[config.mk]
export PLATFORM = sky130hd
export DESIGN_NAME = round_controller
export DESIGN_NICKNAME = d
export VERILOG_FILES = /design/src/rtl/round_ctrl_pkg.sv /design/src/rtl/frame_down_counter.sv /design/src/rtl/round_controller.sv
export SDC_FILE = /design/constraint.sdc
export NUM_CORES = 1
export LEC_CHECK = 0
export BUFFER_PORTS_ARGS = -buffer_cell sky130_fd_sc_hd__buf_2
export CORE_UTILIZATION = 30
export CTS_CLUSTER_SIZE = 16
export DETAILED_ROUTE_END_ITERATION = 10
export HOLD_SLACK_MARGIN = 0.05
export PLACE_DENSITY = 0.56
export SLEW_MARGIN = 25
export SYNTH_ARGS = -nofsm -noshare
export SYNTH_HDL_FRONTEND = slang
export SYNTH_SLANG_ARGS = --single-unit
[constraint.sdc]
create_clock -name clk -period 1.75 [get_ports clk]
set_input_delay 0.0875 -clock clk [delete_from_list [all_inputs] [get_ports clk]]
set_output_delay 0.0875 -clock clk [all_outputs]
set_load 0.01 [all_outputs]
[src/rtl/round_ctrl_pkg.sv]
// rtl/round_ctrl_pkg.sv - round controller state encoding and default parameters
package round_ctrl_pkg;

   typedef enum logic [2:0] {
      ST_IDLE   = 3'd0,
      ST_GEN    = 3'd1,
      ST_SETTLE = 3'd2,
      ST_RUN    = 3'd3,
      ST_PAUSE  = 3'd4,
      ST_DONE   = 3'd5
   } round_state_t;

   localparam int DEF_ROUND_FRAMES  = 600;
   localparam int DEF_GRACE_FRAMES  = 3;
   localparam int DEF_SETTLE_FRAMES = 30;

endpackage

[src/rtl/frame_down_counter.sv]
// rtl/frame_down_counter.sv - loadable frame down-counter with tick enable, freeze and zero flag
// Load has priority over ticking; the count stops at zero instead of wrapping.
module frame_down_counter #(
   parameter int               WIDTH     = 10,
   parameter logic [WIDTH-1:0] RESET_VAL = '0
) (
   input  logic             clk,
   input  logic             rst,
   input  logic             load,
   input  logic [WIDTH-1:0] load_val,
   input  logic             tick_en,
   input  logic             freeze,
   output logic [WIDTH-1:0] count,
   output logic             zero
);

   always_ff @(posedge clk) begin
      if (rst) begin
         count <= RESET_VAL;
      end else if (load) begin
         count <= load_val;
      end else if (tick_en && !freeze && (count != '0)) begin
         count <= count - WIDTH'(1);
      end
   end

   assign zero = (count == '0);

endmodule

[src/rtl/round_controller.sv]
// rtl/round_controller.sv - game round sequencer: level regen, settle delay, timed run, pause, result
// Build option ROUND_CTRL_GRACE_EN: tolerate up to GRACE_FRAMES-1 consecutive unsafe frames.
module round_controller
   import round_ctrl_pkg::*;
#(
   parameter int ROUND_FRAMES  = DEF_ROUND_FRAMES,
   parameter int GRACE_FRAMES  = DEF_GRACE_FRAMES,
   parameter int SETTLE_FRAMES = DEF_SETTLE_FRAMES
) (
   input  logic                              clk,
   input  logic                              rst,
   input  logic                              i_start,
   input  logic                              i_pause,
   input  logic                              i_frame_tick,
   input  logic                              i_ball_safe,
   input  logic                              i_zone_rdy,
   output logic                              o_regenerate_level,
   output logic                              o_round_ended,
   output logic                              o_is_win,
   output logic [$clog2(ROUND_FRAMES+1)-1:0] o_time_left,
   output logic                              o_running
);

   localparam int TW = $clog2(ROUND_FRAMES + 1);
   localparam int SW = (SETTLE_FRAMES > 0) ? $clog2(SETTLE_FRAMES + 1) : 1;
   localparam logic [TW-1:0] ROUND_LOAD  = TW'(ROUND_FRAMES);
   localparam logic [SW-1:0] SETTLE_LOAD = SW'(SETTLE_FRAMES);

   round_state_t  state, state_nxt;
   logic [SW-1:0] settle_count;
   logic          settle_zero;
   logic          settle_load;
   logic          time_zero;
   logic          time_load;
   logic          run_tick;
   logic          unsafe_lose;
   logic          round_lose;
   logic          round_win;

   // Pause has priority over a coincident frame tick, so the tick is simply lost.
   assign run_tick    = (state == ST_RUN) && i_frame_tick && !i_pause;
   assign settle_load = (state == ST_GEN) && (state_nxt == ST_SETTLE);
   assign time_load   = (state == ST_SETTLE) && (state_nxt == ST_RUN);

   frame_down_counter #(.WIDTH(SW), .RESET_VAL('0)) u_settle_counter (
      .clk      (clk),
      .rst      (rst),
      .load     (settle_load),
      .load_val (SETTLE_LOAD),
      .tick_en  (i_frame_tick && (state == ST_SETTLE)),
      .freeze   (1'b0),
      .count    (settle_count),
      .zero     (settle_zero)
   );

   frame_down_counter #(.WIDTH(TW), .RESET_VAL(ROUND_LOAD)) u_round_counter (
      .clk      (clk),
      .rst      (rst),
      .load     (time_load),
      .load_val (ROUND_LOAD),
      .tick_en  (i_frame_tick && (state == ST_RUN)),
      .freeze   (i_pause),
      .count    (o_time_left),
      .zero     (time_zero)
   );

`ifdef ROUND_CTRL_GRACE_EN
   localparam int GW = (GRACE_FRAMES > 0) ? $clog2(GRACE_FRAMES + 1) : 1;
   localparam logic [GW-1:0] GRACE_LIMIT = GW'(GRACE_FRAMES);

   logic [GW-1:0] unsafe_count, unsafe_nxt;

   always_comb begin
      unsafe_nxt = unsafe_count;
      if (i_ball_safe) begin
         unsafe_nxt = '0;
      end else if (unsafe_count < GRACE_LIMIT) begin
         unsafe_nxt = unsafe_count + GW'(1);
      end
   end

   always_ff @(posedge clk) begin
      if (rst || time_load) begin
         unsafe_count <= '0;
      end else if (run_tick) begin
         unsafe_count <= unsafe_nxt;
      end
   end

   assign unsafe_lose = (unsafe_nxt >= GRACE_LIMIT);
`else
   assign unsafe_lose = !i_ball_safe;
`endif

   // A loss on the same tick that empties the timer takes precedence over the win.
   assign round_lose = run_tick && unsafe_lose;
   assign round_win  = !round_lose &&
                       (time_zero || (run_tick && (o_time_left == TW'(1))));

   always_comb begin
      state_nxt = state;
      case (state)
         ST_IDLE, ST_DONE: if (i_start) state_nxt = ST_GEN;
         // o_regenerate_level is high only in the first GEN cycle, which masks i_zone_rdy there.
         ST_GEN:    if (!o_regenerate_level && i_zone_rdy) state_nxt = ST_SETTLE;
         ST_SETTLE: if (settle_zero || (i_frame_tick && (settle_count == SW'(1))))
                       state_nxt = ST_RUN;
         ST_RUN: begin
            if (i_pause) begin
               state_nxt = ST_PAUSE;
            end else if (round_lose || round_win) begin
               state_nxt = ST_DONE;
            end
         end
         ST_PAUSE:  if (i_start && !i_pause) state_nxt = ST_RUN;
         default:   state_nxt = ST_IDLE;
      endcase
   end

   always_ff @(posedge clk) begin
      if (rst) begin
         state              <= ST_IDLE;
         o_regenerate_level <= 1'b0;
         o_round_ended      <= 1'b0;
         o_is_win           <= 1'b0;
         o_running          <= 1'b0;
      end else begin
         state              <= state_nxt;
         o_regenerate_level <= (state_nxt == ST_GEN) && (state != ST_GEN);
         o_round_ended      <= (state_nxt == ST_DONE) && (state != ST_DONE);
         o_running          <= (state_nxt == ST_RUN);
         if ((state_nxt == ST_GEN) && (state != ST_GEN)) begin
            o_is_win <= 1'b0;
         end else if ((state == ST_RUN) && (state_nxt == ST_DONE)) begin
            o_is_win <= !round_lose;
         end
      end
   end

endmodule

* Word-level counts from Yosys, hierarchy flattened
Cells that the tools add are included. W data, S select, Z words.
Word-level totals: register bits after elaboration 22, bits in latches 0, bits in writable memories 0, bits in read-only memories 0, output and inout port bits 14, word-level logic and storage cells 65, memories 0
Operators by class: $add $sub $neg 2, multipliers 0, div/mod/pow operators 0, $lt $le $gt $ge 0, equal/unequal tests 13, shift-type cells 0, mux-type cells 9, bitwise logic cells 0, reduce and logical (&&, ||, !) cells 33
Operators with widths (number):
- $mux W3 | 6
- $logic_and A1 B1 Y1 | 16
- $pmux W3 S5 | 1
- $eq A3 B2 Y1 const B | 4
- $eq A10 B1 Y1 const B | 1
- $logic_not A10 Y1 | 1
- $mux W5 | 2
- $reduce_bool A10 Y1 | 1
- $sub A10 B1 Y10 const B | 1
- $eq A3 B3 Y1 const B | 3
- $reduce_or A2 Y1 | 4
- $eq A3 B1 Y1 const B | 2
- $eq A5 B1 Y1 const B | 1
- $logic_not A5 Y1 | 1
- $reduce_bool A5 Y1 | 1
- $sub A5 B1 Y5 const B | 1
- $logic_not A1 Y1 | 4
- $logic_not A3 Y1 | 1
- $logic_or A1 B1 Y1 | 3
- $ne A3 B1 Y1 const B | 1
- $ne A3 B3 Y1 const B | 1
- $reduce_bool A2 Y1 | 1

* Longest topological paths before layout
depth after elaboration 13, mapped depth 8

* By module
Synthesis repeated with hierarchy kept, for this count alone.
Unflattened totals: cell total of the unflattened synthesis 182, area, all modules 1545.2 um2
Modules (own cells, without submodules):
- frame_down_counter at u_round_counter | instances 1, cells each 74, area each 638.1 um2, sequential area each 200.2 um2
- round_controller | instances 1, cells each 73, area each 609.3 um2, sequential area each 140.1 um2
- frame_down_counter at u_settle_counter | instances 1, cells each 35, area each 297.8 um2, sequential area each 100.1 um2

* Least setup slack after synthesis
Ideal clock, no wire load.
path kind reg2reg, start point reg u_round_counter.count[3], end point reg o_is_win, setup time 0.117 ns, arrival 1.623 ns, setup slack 0.010 ns, stages on the path, launching flop included 6, path buffers 0, path through dfxtp_1 > or4_4 > nor3_1 > o32a_1 > nand4_1 > a32o_2
Between the ends: longest elaborated chain between the ends 11, elaborated cells between the ends (all ways) 14, those cells by class 3 x eq/ne; 3 x mux; 8 x reduce/logical
Ends and longest elaborated chain:
- from (decl) | line frame_down_counter.sv:13 | output logic [WIDTH-1:0] count,
- from (signal assigned) | line frame_down_counter.sv:21 | count <= load_val;
- from (signal assigned) | line frame_down_counter.sv:23 | count <= count - WIDTH'(1);
- $eq A10 B1 Y1 | line round_controller.sv:98 | (time_zero || (run_tick && (o_time_left == TW'(1))));
- $logic_and A1 B1 Y1 | line round_controller.sv:98
- $logic_or A1 B1 Y1 (*) | line round_controller.sv:98
- $logic_and A1 B1 Y1 (*) | line round_controller.sv:97 | assign round_win = !round_lose &&
- $logic_or A1 B1 Y1 (*) | line round_controller.sv:111 | end else if (round_lose || round_win) begin
- $mux W3 (*) | line round_controller.sv:111
- $mux W3 (*) | line round_controller.sv:109 | if (i_pause) begin
- $pmux W3 S5 (*) | line round_controller.sv:102 | case (state)
- $eq A3 B1 Y1 | line round_controller.sv:132 | if ((state_nxt == ST_GEN) && (state != ST_GEN)) begin
- $logic_and A1 B1 Y1 | line round_controller.sv:132
- $reduce_or A2 Y1 (no line)
- to (signal assigned) | line round_controller.sv:135 | o_is_win <= !round_lose;
- to (decl) | line round_controller.sv:19 | output logic o_is_win,
Mark *: on every way between the ends. The rest lies on a longest branch, timed or not. A chain may end at the register's enable or synchronous reset.

* Worst setup path after layout
start point reg u_round_counter.count[4], end point reg o_is_win
Same word-level chain as after synthesis.

==> results.sh <==
export IMPL_gp_congestion=0.8448
export IMPL_start_kind="flop"
export IMPL_ios=21
export IMPL_cts_tree="yes"
export IMPL_critPathMaxFanout=3
export IMPL_worst_pin_slew_ns=0.3716
export IMPL_fin_area_um2=1614
export IMPL_drt_first_pass_iters=4
export IMPL_hp_class="in -> reg"
export IMPL_syn_inst=144
export IMPL_yosys_warnings=0
export IMPL_cts_root_buf="clkbuf_8"
export IMPL_async_flop_share=0
export IMPL_area_growth_pct=28.49
export IMPL_syn_nets=157
export IMPL_syn_cell_area_um2=1256
export IMPL_irDropWorstVdd_mv=0.4000
export IMPL_critical_path_class="reg -> reg"
export IMPL_drive_above_1_share=0.3687
export IMPL_ys_seq_area_frac=0.3506
export IMPL_grt_pass1_wl_um=4802
export IMPL_clk_path_buf_depth=2
export IMPL_drtIter0Drc=70
export IMPL_dpl_cell_area_um2=1525
export IMPL_cts_htree_levels=1
export IMPL_synth_area_per_cell_um2=8.724
export IMPL_yosysTopAreaCell="dfxtp_1"
export IMPL_dp_hpwl_um=2212
export IMPL_clkTransAtPathRegs_ns=0.08
export IMPL_clock_skew_ns=0.006412
export IMPL_coreArea_um2=4000
export IMPL_cts_sinks=22
export IMPL_yosysMostFrequentCell="dfxtp_1"
export IMPL_dieArea_um2=4450
export IMPL_rows=23
export IMPL_netlist_top_cells_count="dfxtp_1 (22), nor2_1 (15), xor2_1 (9)"
export IMPL_cts_made_buffers=3
export IMPL_min_period_ns=1.747
export IMPL_die_w_um=66.71
export IMPL_synthTopCellsByArea="dfxtp_1 (35%), xor2_1 (6.3%), ha_1 (6.0%)"
export IMPL_clk_latency_ns=0.26
export IMPL_antenna_cells=0
export IMPL_synth_top_area_share=0.3506
export IMPL_drv_slew=0
export IMPL_status="finished clean"
export IMPL_finalCritPeriodShare=0.9984
export IMPL_num_vias=1130
export IMPL_power_mw=1.076
export IMPL_die_h_um=66.71
export IMPL_ys_ff_latch=22
export IMPL_finalSetupViolCount=0
export IMPL_slew_limit_headroom=0.7500
export IMPL_port_buffers=20
export IMPL_grt_max_degree=14
export IMPL_wl_um=2851
export IMPL_post_drt_wl_per_cell_um=12.45
export IMPL_ys_flop_type="dfxtp_1"
export IMPL_routed_via_density=4.934
export IMPL_p_per_area_nw_per_um2=666.7
export IMPL_post_route_drc_count=0
export IMPL_grt_pass1_vias=1077
export IMPL_cts_hold_buf=0
export IMPL_critPathRequiredTime_ns=1.91
export IMPL_ant_nets=0
export IMPL_initial_utilization=0.3140
export IMPL_antenna_found_initial=0
export IMPL_crit_arrival_ns=1.90
export IMPL_clock_fmax_mhz=572.4
export IMPL_synth_cell_types=41
export IMPL_synth_edf_count=0
export IMPL_cp_end_kind="flop"
export IMPL_rsz0062_at_grt="true"
export IMPL_grt_usage=0.1415
export IMPL_grt_overflow_total=0
export IMPL_hold_violations=0
export IMPL_cap_violations=0
export IMPL_p_leak_nw=0.6735
export IMPL_fin_util=0.4035
export IMPL_fin_nets=194
## per-stage QoR
step / setup WS, ns / cells / hold WS, ns / TNS [ns]
after floorplan: 0.009963 / 144 / 0.1752 / 0
after global placement: 0.01754 / 226 / 0.4210 / 0
after detailed placement: -0.08370 / 226 / 0.4244 / -0.1013
after CTS: -0.02408 / 229 / 0.1524 / -0.02408
after global routing: -0.06384 / 229 / 0.1850 / -0.2044
final: 0.002821 / 229 / 0.1765 / 0
## sequential cells by signal, indices dropped and copies added, names as in the netlist
register	cells
u_round_counter.count	10
o_round_ended	1
o_is_win	1
o_regenerate_level	1
u_settle_counter.count	5
o_running	1
state	3
## layout by cell type, fill, tap and decap left out, types with 4 or more instances in the layout
cell type / netlist / layout
buf_4: 0 / 17
nand2_1: 8 / 8
dfxtp_1: 22 / 17
xor2_1: 9 / 9
nor2_1: 15 / 13
buf_2: 2 / 20
nor2b_1: 4 / 4
ha_1: 6 / 4
inv_1: 8 / 6
dfxtp_2: 0 / 5
a21oi_1: 8 / 7
nor3_1: 8 / 6
## area by class of cell
class	instances	area [µm²]
fillers	419	2386
multi-input cells	109	805.8
flip-flops and latches	22	446.7
repair buffers	37	227.7
well taps	50	62.56
clock buffers	3	41.29
inverters	8	30.03
## worst max-delay path, cell delays in order (launching register included)
cell and delay, ns:
dfxtp_2 0.33, or4_4 0.58, nor3_4 0.18, o32a_1 0.21, nand4_1 0.10, a32o_2 0.25
## per-layer routing
layer,global-route usage,vias up,wire length (µm)
met4,0.03989,0,25
met5,0,-,0
met1,0.1820,528,1340
met2,0.2311,19,1368
li1,-,581,-
met3,0.03596,2,115
## report_power, final
part           internal, mW  total (mW)  switching (mW)
combinational         0.105       0.221           0.115
clock                 0.153       0.307           0.154
sequential            0.526       0.548          0.0220
total                 0.785        1.08           0.291
## what timing repair did
| action | 4_1_cts | 5_1_grt |
|---|---|---|
| resized for setup | 4 | 15 |
| pin swaps | 2 | 7 |
| buffers inserted | 0 | 0 |
| endpoints found under the setup margin | 4 | 10 |
| gates cloned | 0 | 0 |
## cell families after synthesis
logic type | count (synthesis) | synth area share
compound gates | 24 | 0.1534
xor+xnor | 12 | 0.08367
fa+ha+maj | 6 | 0.05976
buf+inv | 13 | 0.04084
flops | 22 | 0.3506
mux | 1 | 0.007968
simple gates | 66 | 0.3038
## worst paths after layout
check | cells after the start | to | start | slack (ns)
setup reg to reg | 5 | o_is_win | u_round_counter.count[4] | 0.003
hold / removal | 2 | state[1] | rst | 0.18
setup / recovery | 5 | o_is_win | u_round_counter.count[4] | 0.003
hold reg to reg | 1 | o_is_win | o_is_win | 0.53
Note: power is estimated with default switching activity, not from simulation.
